$ cat config.mk
export PLATFORM = sky130hd
export DESIGN_NAME = cordiv_sched
export DESIGN_NICKNAME = d
export VERILOG_FILES = /design/src/rtl/cordiv_sched.sv
export SDC_FILE = /design/constraint.sdc
export NUM_CORES = 1
export LEC_CHECK = 0
export ABC_AREA = 1
export BUFFER_PORTS_ARGS = -buffer_cell sky130_fd_sc_hd__buf_2
export CORE_ASPECT_RATIO = 1.75
export CORE_MARGIN = 4
export CORE_UTILIZATION = 50
export DETAILED_ROUTE_END_ITERATION = 10
export PLACE_DENSITY = 0.7
export RECOVER_POWER = 25
export SYNTH_ARGS = -nofsm -noshare
export SYNTH_HDL_FRONTEND = slang
export SYNTH_SLANG_ARGS = --single-unit
$ cat constraint.sdc
create_clock -name clk -period 1.9 [get_ports clk]
set_input_delay 0.19 -clock clk [delete_from_list [all_inputs] [get_ports clk]]
set_output_delay 0.19 -clock clk [all_outputs]
set_load 0.01 [all_outputs]
$ cat src/rtl/cordiv_sched.sv
// cordiv_sched: sequencer for one regenerating correlated stochastic (CORDIV) divider.
// Define CORDIV_SCHED_PROGLEN_EN to add a len_log2 input that selects a 2^len_log2 run.
module cordiv_sched #(
  parameter int         WIDTH    = 8,
  parameter int         WARMUP   = 16,
  parameter logic [7:0] SEED     = 8'hA5,
  parameter logic [7:0] SEL_SEED = 8'h3C
) (
  input  logic             clk,
  input  logic             rst,
  input  logic             start,
  input  logic [WIDTH-1:0] op_dividend,
  input  logic [WIDTH-1:0] op_divisor,
`ifdef CORDIV_SCHED_PROGLEN_EN
  input  logic [3:0]       len_log2,
`endif
  output logic             busy,
  output logic [WIDTH-1:0] rand_num,
  output logic             sel,
  output logic             div_dividend,
  output logic             div_divisor,
  input  logic             div_quotient,
  output logic [WIDTH-1:0] result,
  output logic             div_by_zero,
  output logic             result_valid,
  input  logic             result_ready
);

  localparam int             PW      = (WIDTH + 1 > 8) ? WIDTH + 1 : 8;
  localparam logic [WIDTH:0] RES_MAX = (WIDTH+1)'((1 << WIDTH) - 1);

  typedef enum logic [1:0] {S_IDLE, S_WARM, S_RUN, S_DONE} state_t;

  state_t           state, state_n;
  logic [PW-1:0]    phase;
  logic [WIDTH:0]   ones;
  logic [WIDTH-1:0] dividend_q, divisor_q;
  logic [7:0]       lfsr, sel_lfsr;
  logic             active, warm_last, run_last;
  logic [WIDTH:0]   sum, scaled;
  logic [WIDTH-1:0] res_next;

  // Galois form of x^8+x^6+x^5+x^4+1 (right shift, tap mask 0xB8); never reaches 0.
  function automatic logic [7:0] lfsr_step(input logic [7:0] s);
    return s[0] ? ((s >> 1) ^ 8'hB8) : (s >> 1);
  endfunction

  assign active       = (state == S_WARM) || (state == S_RUN);
  assign busy         = (state != S_IDLE);
  assign result_valid = (state == S_DONE);
  assign rand_num     = WIDTH'(lfsr);
  assign sel          = sel_lfsr[0];
  // One shared rand_num for both comparators keeps the streams correlated.
  assign div_dividend = active && (dividend_q > rand_num);
  assign div_divisor  = active && (divisor_q > rand_num);

  assign warm_last = (phase == PW'(WARMUP - 1));
  assign sum       = ones + (WIDTH+1)'(div_quotient);

`ifdef CORDIV_SCHED_PROGLEN_EN
  logic [3:0] len_q, len_clamp;
  always_comb begin
    len_clamp = len_log2;
    if (len_log2 < 4'd4)               len_clamp = 4'd4;
    else if (32'(len_log2) > WIDTH)    len_clamp = 4'(WIDTH);
  end
  assign run_last = (phase == ((PW'(1) << len_q) - PW'(1)));
  // Short runs are rescaled to full-width so the result keeps its meaning.
  assign scaled   = sum << (4'(WIDTH) - len_q);
`else
  assign run_last = (phase == PW'((1 << WIDTH) - 1));
  assign scaled   = sum;
`endif

  assign res_next = (scaled > RES_MAX) ? RES_MAX[WIDTH-1:0] : scaled[WIDTH-1:0];

  always_comb begin
    state_n = state;
    case (state)
      S_IDLE:  if (start) state_n = (op_divisor == '0) ? S_DONE : S_WARM;
      S_WARM:  if (warm_last) state_n = S_RUN;
      S_RUN:   if (run_last) state_n = S_DONE;
      S_DONE:  if (result_ready) state_n = S_IDLE;
      default: state_n = S_IDLE;
    endcase
  end

  always_ff @(posedge clk or posedge rst) begin
    if (rst) state <= S_IDLE;
    else     state <= state_n;
  end

  always_ff @(posedge clk or posedge rst) begin
    if (rst) begin
      phase       <= '0;
      ones        <= '0;
      dividend_q  <= '0;
      divisor_q   <= '0;
      lfsr        <= SEED;
      sel_lfsr    <= SEL_SEED;
      result      <= '0;
      div_by_zero <= 1'b0;
`ifdef CORDIV_SCHED_PROGLEN_EN
      len_q       <= 4'(WIDTH);
`endif
    end else begin
      if (active) begin
        lfsr     <= lfsr_step(lfsr);
        sel_lfsr <= lfsr_step(sel_lfsr);
      end
      case (state)
        S_IDLE: if (start) begin
          dividend_q <= op_dividend;
          divisor_q  <= op_divisor;
          lfsr       <= SEED;
          sel_lfsr   <= SEL_SEED;
          phase      <= '0;
          ones       <= '0;
`ifdef CORDIV_SCHED_PROGLEN_EN
          len_q      <= len_clamp;
`endif
          if (op_divisor == '0) begin
            result      <= '1;
            div_by_zero <= 1'b1;
          end
        end
        S_WARM: phase <= warm_last ? '0 : phase + PW'(1);
        S_RUN: begin
          ones  <= sum;
          phase <= phase + PW'(1);
          if (run_last) begin
            result      <= res_next;
            div_by_zero <= 1'b0;
          end
        end
        default: ;
      endcase
    end
  end

endmodule

==> results of run 1 <==
[report_power, final]
group / internal (mW) / switching [mW]
clock: 1.35 / 0.597
combinational: 1.53 / 2.16
sequential: 1.86 / 0.358
total: 4.75 / 3.12
[layout by cell type (no fill, tap or decap), drive strengths merged]
cell / count
bufinv: 3
nand2: 131
clkbuf: 12
o211ai: 3
nand3b: 1
nand3: 23
nor2: 22
o22ai: 9
a31oi: 1
xor2: 3
clkinvlp: 1
dfrtp: 53
o21ai: 28
clkinv: 2
xnor2: 7
dlygate4sd3: 1
buf: 63
inv: 48
o2111ai: 1
o21bai: 2
ha: 25
or2: 1
dfstp: 8
a21oi: 21
nand4: 7
nor3: 5
[per-layer routing]
| layer | global-route usage [%] | routed length, um | vias to the layer above |
|---|---|---|---|
| li1 | - | - | 1465 |
| met1 | 22.7 | 3200 | 1423 |
| met2 | 37.2 | 4640 | 49 |
| met3 | 5.38 | 265 | 19 |
| met4 | 10.5 | 230 | 0 |
| met5 | 0 | 0 | - |
[cells by family (layout without fill, tap and decap cells)]
group,after synthesis,after routing,synth area share (%)
adder cells (fa/ha/maj),25,25,9.23
AND/OR/NAND/NOR,190,190,23.6
AO/OA/AOI/OAI,64,65,11.3
buffers and inverters,63,130,7.94
XOR/XNOR,10,10,2.58
flip-flops,61,61,45.3
[registers in the layout, summed over array words and instances (netlist names), 2 cells and up]
| signal | flops |
|---|---|
| rand_num | 8 |
| dividend_q | 8 |
| divisor_q | 8 |
| state | 2 |
| phase | 9 |
| sel_lfsr | 8 |
| result | 8 |
| ones | 9 |
[worst max path at each step]
stage          slack, ps     endpoint   startpoint  depth (start not counted)
3_3_place_gp         100    result[4]     phase[0]                         11
6_report            -130  div_divisor  rand_num[7]                          8
2_1_floorplan        180  div_by_zero     phase[0]                         11
5_1_grt             -200  div_divisor  rand_num[7]                          8
3_5_place_dp          70  div_divisor  rand_num[7]                          7
4_1_cts             -110  div_divisor  rand_num[5]                          8
[cell type report]
cell class	count	area share, %
clock inverters	5	2.46
flip-flops and latches	61	35.5
well taps	82	2.37
multi-input cells	290	40.4
repair buffers	65	8.91
inverters	49	4.54
clock buffers	11	5.84
[worst register-to-register path, stage by stage, from the launching register on]
cell and delay, ps:
dfrtp_1 390, ha_2 220, nand4_1 130, nor2_1 170, nand2_1 80, nor2_1 100
ha_2 200, o21ai_4 70, o21bai_4 220, clkinv_4 120, nand2_1 60, nand2_1 60
[per-stage QoR]
stage	worst slack, ps	TNS (ps)
floorplan	177	0
global placement	103	0
detailed placement	67.8	0
CTS	-115	-195
global route	-203	-1370
finish	-130	-229
[what timing repair did]
item,in CTS,in global routing
gates cloned,0,1
resized for setup,13,29
hold endpoints to repair,53,0
hold buffers,1,0
endpoints found under the setup margin,2,14
pin swaps,11,23
setup buffers,1,9
==> impl_metrics.yaml, run 1 <==
yosys:
  seq_area_frac_synth_pct: 45.3
  yosys_warnings: 0
  synth_top_area_share_pct: 39.1
  synth_nets: 459
  synth.most_common_cell: "nand2_1"
  synthTopCellsByArea: "dfrtp_1 (39%), nand2_1 (14%), ha_1 (9.2%)"
  synthCells: 413
  synth_seq_cells: 61
  synth_cell_types: 35
  synth_edf_count: 0
  async_reset_ff_share_pct: 100
  synth_area_sq_um: 3390
  synthTopCellsByCount: "nand2_1 (127), dfrtp_1 (53), inv_1 (45)"
  syn-mean-instance-area_sq_um: 8.21
  synth_top_cell_by_area: "dfrtp_1"
  yosys_most_used_dff: "dfrtp_1"
worst_setup_path:
  reg2reg_from: "phase[0]"
  cp_common_cell: "inv_4"
  end_kind: "output pin"
  cp_data_arrival_time_ps: 1840
  path_max_fanout: 3
  startpoint_type: "flop"
  cp_num_buf_inv: 3
  rrSetupSlack_ps: 20
  ff2ff_path_depth: 11
  crit_chain: "inv_4 -> ha_4 -> inv_4 -> nor3_4 -> nand4_1 -> nand2_1 -> a21oi_2 -> buf_2"
  path_delay_family: "flip-flops"
  cp_slowest_stage_delay_ps: 560
  r2r_end: "result[4]"
  slowest_stage: "dfstp_2"
  crit_type: "flop to output pin"
  required_ps: 1710
place:
  numPortBuffers: 42
  place_inst: 535
  dp_hpwl_um: 5420
  place_area_sq_um: 3720
  place_congestion: 0.867
global_routing:
  antenna_found_initial: 0
  grt_max_degree: 62
  gr-total-overflow: 0
  grt_usage_pct: 20.9
  grt_pass1_vias: 2958
  grt_pass1_wl_um: 13300
finish:
  fin_nets: 522
  drive_above_1_share_pct: 28.7
  diodes: 0
  post-route-cell-area_sq_um: 4330
  regArea_sq_um: 1540
  syn2layout_area_growth_pct: 27.6
  fin_cells: 563
  multiInputGateArea_sq_um: 1750
  utilization_pct: 65.7
  fill_cells: 589
floorplanning:
  core_sq_um: 6590
  ios: 43
  start_util_pct: 51.5
  die_area_sq_um: 8210
  die_h_um: 117
  row_count: 39
  die_w_um: 70.2
power:
  leakage_nw: 2.17
  irDropWorstVdd_uv: 882
  finalPower_mw: 7.87
  p_per_area_nw_per_um2: 1820
routing:
  first_pass_iters: 4
  drc_errors: 0
  wl_per_cell_um: 14.8
  drt_iter0_markers: 180
  vias: 2956
  ant_nets: 0
  routed_via_density: 5.25
  drt-total-wl_um: 8330
sta:
  skew_ps: 3.59
  setup_viol: 2
  holdWs_ps: 53.3
  min_period_ps: 2030
  slew_viol_final: 0
  worstMarginPinSlew_ps: 832
  fin_ws_ps: -130
  period_share_pct: 107
  slew_headroom_pct: 44.5
  timing.fmax_ghz: 0.493
  finalHoldViolations: 0
  rsz0062_at_grt: "yes"
min_path:
  min-delay-path-class: "primary input to flop"
  min_from: "op_dividend[5]"
  whs_endpoint: "dividend_q[5]"
  holdPathStages: 3
cts:
  clk_latency_ps: 340
  clkSinkCount: 61
  cts_tree: "done"
  h-tree-depth: 3
  root_buffer: "clkbuf_16"
  path_clk_slew_ps: 50
  clk_path_buf_depth: 2
  cts_buffers: 9
run:
  drv_cap: 0
outcome:
  status: "finished, violations left"
  violations: "negative setup slack"
Power figures use the tool's default switching activity.
==> run 2: changes to the inputs <==
Settings changed: CORE_ASPECT_RATIO 1.75 to default.
==> impl_metrics.yaml, run 2 (synthesis results as in run 1) <==
outcome:
  status: "finished, violations left"
  violations: "negative setup slack"
power:
  power_frac_clock_pct: 17.1
  p_seq_share_pct: 33.2
  p_int_mw: 3.86
  irDropWorstVdd_uv: 926
  leakage_nw: 2.05
  comb_power_share_pct: 49.7
  p_sw_share_pct: 42.7
  power.switching_mw: 2.87
  p_per_area_nw_per_um2: 1650
sta:
  period_share_pct: 106
  finalHoldViolations: 0
  min_period_ps: 2020
  skew_ps: 11.9
  rsz0062_at_grt: "yes"
  worstMarginPinSlew_ps: 818
  timing.fmax_ghz: 0.495
  slew_viol_final: 0
  setup_viol: 2
  slew_headroom_pct: 45.5
  fin_ws_ps: -118
worst_setup_path:
  end_kind: "output pin"
  crit_type: "flop to output pin"
  required_ps: 1710
  cp_data_arrival_time_ps: 1830
  path_max_fanout: 2
  cp_slowest_stage_delay_ps: 540
  cp_num_buf_inv: 2
  crit_chain: "inv_2 -> ha_4 -> nand2_2 -> nor3_4 -> nand2_1 -> a21oi_2 -> buf_2"
  startpoint_type: "flop"
  path_delay_family: "flip-flops"
  slowest_stage: "dfstp_2"
cts:
  h-tree-depth: 3
  clk_latency_ps: 340
  clk_path_buf_depth: 2
  cts_buffers: 9
  root_buffer: "clkbuf_8"
  clkSinkCount: 61
  path_clk_slew_ps: 70
  cts_tree: "done"
place:
  place_congestion: 0.867
  pre_cts_ws_ps: 22.7
  numPortBuffers: 42
  dp_hpwl_um: 5070
finish:
  utilization_pct: 63.1
  reg_top3: "ones: 9 flops, phase: 9 flops"
  diodes: 0
  syn2layout_area_growth_pct: 20.2
  fin_nets: 511
  drive_above_1_share_pct: 25.7
  final_cell_mix: "nand2_1 (115), dfrtp_1 (53), inv_1 (42), buf_2 (42), nand3_1 (23)"
  final_common_cell: "nand2_1"
global_routing:
  gr-total-overflow: 0
  antenna_found_initial: 0
  grt_max_degree: 62
  grt_pass1_wl_um: 12600
  grt_pass1_vias: 2705
  grt_usage_pct: 19.1
min_path:
  min-delay-path-class: "primary input to flop"
floorplanning:
  ios: 43
  core_sq_um: 6460
  die_area_sq_um: 8160
  start_util_pct: 52.5
  row_count: 29
  die_h_um: 90.3
  die_w_um: 90.3
routing:
  drt-total-wl_um: 7460
  first_pass_iters: 5
  ant_nets: 0
  drc_errors: 0
  wl_per_cell_um: 13.6
  routed_via_density: 5.22
  drt_iter0_markers: 130
  vias: 2853
run:
  drv_cap: 0
==> run 2: cell count changes in the layout (fill, tap and decap cells not counted), moves of 4 or more <==
| cell | before | now |
|---|---|---|
| clkbuf_1 | 0 | 4 |
| buf_4 | 21 | 7 |
| clkbuf_16 | 9 | 0 |
| clkbuf_8 | 2 | 10 |
==> run 2: layer usage <==
layer  vias to the layer above  track usage (%)  part of all wire, %
met5                         -                0                    0
met1                      1328             26.0                   49
met3                        15             5.75                  4.3
met4                         0             6.89                  2.3
li1                       1444                -                    -
met2                        66             28.8                   45
==> run 2: power by group through the flow <==
stage / clock network (mW) / registers, mW / logic [mW]
final: 1.15 / 2.24 / 3.35
after global routing: 1.25 / 2.30 / 3.78
after CTS: 1.16 / 2.23 / 3.18
after detailed placement: 0 / 2.24 / 2.98
after global placement: 0 / 2.23 / 2.89
after floorplan: 0 / 2.24 / 2.12
==> run 2: cell type report <==
cell class / instances / area, sq um
Tap cell: 77 / 96.3
Sequential cell: 61 / 1540
Clock inverter: 2 / 35.0
Fill cell: 573 / 2380
Timing Repair Buffer: 54 / 332
Clock buffer: 14 / 153
Inverter: 49 / 191
Multi-Input combinational cell: 290 / 1730
==> run 2: per-stage QoR <==
| step | cells | total power [mW] | setup TNS [ps] | area [sq um] | hold slack [ps] |
|---|---|---|---|---|---|
| floorplan | 413 | 4.36 | 0 | 3390 | 300 |
| global placement | 525 | 5.12 | 0 | 3700 | 277 |
| detailed placement | 525 | 5.22 | 0 | 3700 | 279 |
| CTS | 543 | 6.58 | -214 | 3970 | 34.3 |
| global route | 547 | 7.34 | -668 | 4070 | 37.3 |
| finish | 547 | 6.73 | -212 | 4070 | 45.8 |
==> run 2: timing repair <==
action                                 CTS  global route
endpoints found under the hold margin   53             0
gates resized for setup                 14            23
hold buffers                             1             0
pin swaps                                8             9
setup endpoints to repair                2            14
gates cloned                             0             1
setup buffers                            1             3
==> run 2: final timing paths <==
check                      slack, ps           start  cells past startpoint       endpoint
hold / removal                    50  op_dividend[3]                      3  dividend_q[3]
max in group asynchronous        710             rst                      4       phase[5]
hold reg to reg                  480       result[5]                      2      result[5]
min in group asynchronous        650             rst                      4   divisor_q[3]
setup reg to reg                  80        phase[0]                     11      result[0]
setup / recovery                -120     rand_num[5]                      7    div_divisor
==> run 2: worst min-delay path, stage by stage <==
cell and delay [ps]:
buf_2 70, nand2_1 40, nand2_1 50
==> run 3: changes to the inputs <==
Settings changed: ABC_AREA 1 to default.
==> impl_metrics.yaml, run 3 <==
outcome:
  status: "finished, violations left"
  violations: "negative setup slack"
worst_setup_path:
  crit_chain: "inv_1 -> ha_1 -> o21a_1 -> o21a_1 -> o21bai_1 -> a21oi_1 -> buf_2"
  cp_data_arrival_time_ps: 1910
  required_ps: 1710
  path_max_fanout: 3
  rrSetupSlack_ps: -60
  r2r_end: "result[5]"
  reg2reg_from: "phase[0]"
  end_kind: "output pin"
  cp_common_cell: "o21a_1"
  crit_type: "flop to output pin"
  startpoint_type: "flop"
  cp_slowest_stage_delay_ps: 540
  slowest_stage: "dfstp_2"
  ff2ff_path_depth: 10
floorplanning:
  ios: 43
  die_area_sq_um: 8220
  start_util_pct: 52.6
  core_sq_um: 6490
  die_h_um: 90.6
  row_count: 29
  die_w_um: 90.6
cts:
  h-tree-depth: 3
  clkSinkCount: 61
  clk_latency_ps: 350
  path_clk_slew_ps: 70
  cts_tree: "done"
  cts_buffers: 9
  clk_path_buf_depth: 2
  root_buffer: "clkbuf_8"
min_path:
  whs_endpoint: "dividend_q[5]"
  min-delay-path-class: "primary input to flop"
  min_from: "op_dividend[5]"
  holdPathStages: 3
finish:
  utilization_pct: 64.8
  multiInputGateArea_sq_um: 1860
  fin_nets: 472
  post-route-cell-area_sq_um: 4210
  diodes: 0
  fill_cells: 529
  drive_above_1_share_pct: 28.1
  final_common_cell: "nand2_1"
  regArea_sq_um: 1540
  reg_top3: "ones: 9 flops, phase: 9 flops"
  final_cell_mix: "nand2_1 (79), dfrtp_1 (53), buf_2 (42)"
  syn2layout_area_growth_pct: 23.2
  fin_cells: 508
place:
  place_area_sq_um: 3840
  dp_hpwl_um: 5310
  place_inst: 484
  place_congestion: 0.814
  numPortBuffers: 42
global_routing:
  gr-total-overflow: 0
  antenna_found_initial: 0
  grt_usage_pct: 19.8
  grt_pass1_vias: 2805
  grt_max_degree: 62
  grt_pass1_wl_um: 13200
yosys:
  synth_area_sq_um: 3410
  synth_cell_types: 56
  seq_area_frac_synth_pct: 45.0
  async_reset_ff_share_pct: 100
  synthTopCellsByCount: "nand2_1 (80), dfrtp_1 (53), ha_1 (25)"
  synth.most_common_cell: "nand2_1"
  synth_top_area_share_pct: 38.8
  synth_top_cell_by_area: "dfrtp_1"
  synth_nets: 405
  synth_simple_gate_area_share_pct: 20.2
  synthMuxAreaShare_pct: 3.52
  synth-compound-area-share_pct: 15.8
  synthAdderAreaFrac_pct: 9.16
  synthTopCellsByArea: "dfrtp_1 (39%), ha_1 (9.2%), nand2_1 (8.8%)"
  synthCells: 359
  yosys_most_used_dff: "dfrtp_1"
  synth_top_family_by_area: "simple AND/OR/NAND/NOR gates"
  synth_seq_cells: 61
  synth_edf_count: 0
  syn-mean-instance-area_sq_um: 9.51
  synth_xor_area_share_pct: 1.80
  yosys_warnings: 0
power:
  finalPower_mw: 7.39
  irDropWorstVdd_uv: 871
  leakage_nw: 2.00
  p_per_area_nw_per_um2: 1760
routing:
  drt-total-wl_um: 7730
  met3_length_um: 360
  vias: 2768
  drt-met1-wl_um: 3720
  dr_wl_met2_um: 3520
  wl_per_cell_um: 15.2
  ant_nets: 0
  top_layer: "met4"
  drc_errors: 0
  routed_via_density: 5.45
  first_pass_iters: 4
  drt_iter0_markers: 149
sta:
  period_share_pct: 110
  skew_ps: 5.95
  slew_headroom_pct: 43.9
  finalHoldViolations: 0
  tns_ps: -491
  worstMarginPinSlew_ps: 842
  setup_viol: 6
  fin_ws_ps: -198
  min_period_ps: 2100
  rsz0062_at_grt: "yes"
  slew_viol_final: 0
  timing.fmax_ghz: 0.477
run:
  drv_cap: 0
run 3: cell count changes in the layout (fill, tap and decap cells not counted), moves of 12 or more:
cell     change
buf_4       +15
inv_1       -29
mux2i_1     +12
nand2_1     -36
nand2_2     -15
nand3_1     -19
run 3: power breakdown:
group | switching (mW) | leakage, nW | internal [mW] | total, mW
Clock | 0.492 | 0.0937 | 0.580 | 1.07
Combinational | 2.17 | 1.16 | 1.89 | 4.06
Sequential | 0.393 | 0.745 | 1.87 | 2.26
Total | 3.05 | 2.00 | 4.34 | 7.39
run 3: cells by family (layout without fill, tap and decap cells):
group | after synthesis | after routing
and+or+nand+nor | 145 | 145
AOI/OAI and AO/OA | 77 | 77
DFF | 61 | 61
buffers and inverters | 32 | 104
adders and majority gates | 25 | 25
muxes | 12 | 12
xor gates and xnor gates | 7 | 7
run 3: timing repair:
item,CTS,global route
pin swaps,7,8
hold buffers,1,0
setup endpoints to repair,6,19
buffers inserted,6,1
endpoints found under the hold margin,53,0
resized for setup,10,12
gates cloned,1,0
run 3: stage by stage:
stage	setup slack [ps]	hold WS [ps]
6_report	-198	35.1
5_1_grt	-326	23.2
4_1_cts	-202	28.3
3_5_place_dp	-15.0	282
3_3_place_gp	57.0	278
2_1_floorplan	4.85	295
run 3: critical path: cells and delay by family (launching register included):
| kind | cells | cell delay [ps] |
|---|---|---|
| DFF | 1 | 540 |
| AOI/OAI and AO/OA | 4 | 500 |
| adders and majority gates | 1 | 300 |
| buffers and inverters | 2 | 230 |
run 3: per-layer routing:
| metal | track usage [%] | vias up |
|---|---|---|
| li1 | - | 1387 |
| met1 | 27.4 | 1317 |
| met2 | 28.7 | 52 |
| met3 | 6.25 | 12 |
| met4 | 7.78 | 0 |
| met5 | 0 | - |
run 3: how the worst max path moves through the flow:
stage / start / cells past startpoint / end
finish: rand_num[2] / 7 / div_divisor
global route: rand_num[1] / 8 / div_dividend
CTS: rand_num[1] / 8 / div_divisor
detailed placement: phase[1] / 10 / result[5]
global placement: phase[1] / 10 / result[5]
floorplan: phase[0] / 9 / result[6]
run 3: final cells by class:
cell class                      instances  share of cell area, %
Timing Repair Buffer                   70                   11.0
Clock inverter                          1                  0.119
Clock buffer                           15                   4.19
Sequential cell                        61                   36.5
Inverter                               18                   1.61
Multi-Input combinational cell        266                   44.2
Tap cell                               77                   2.29
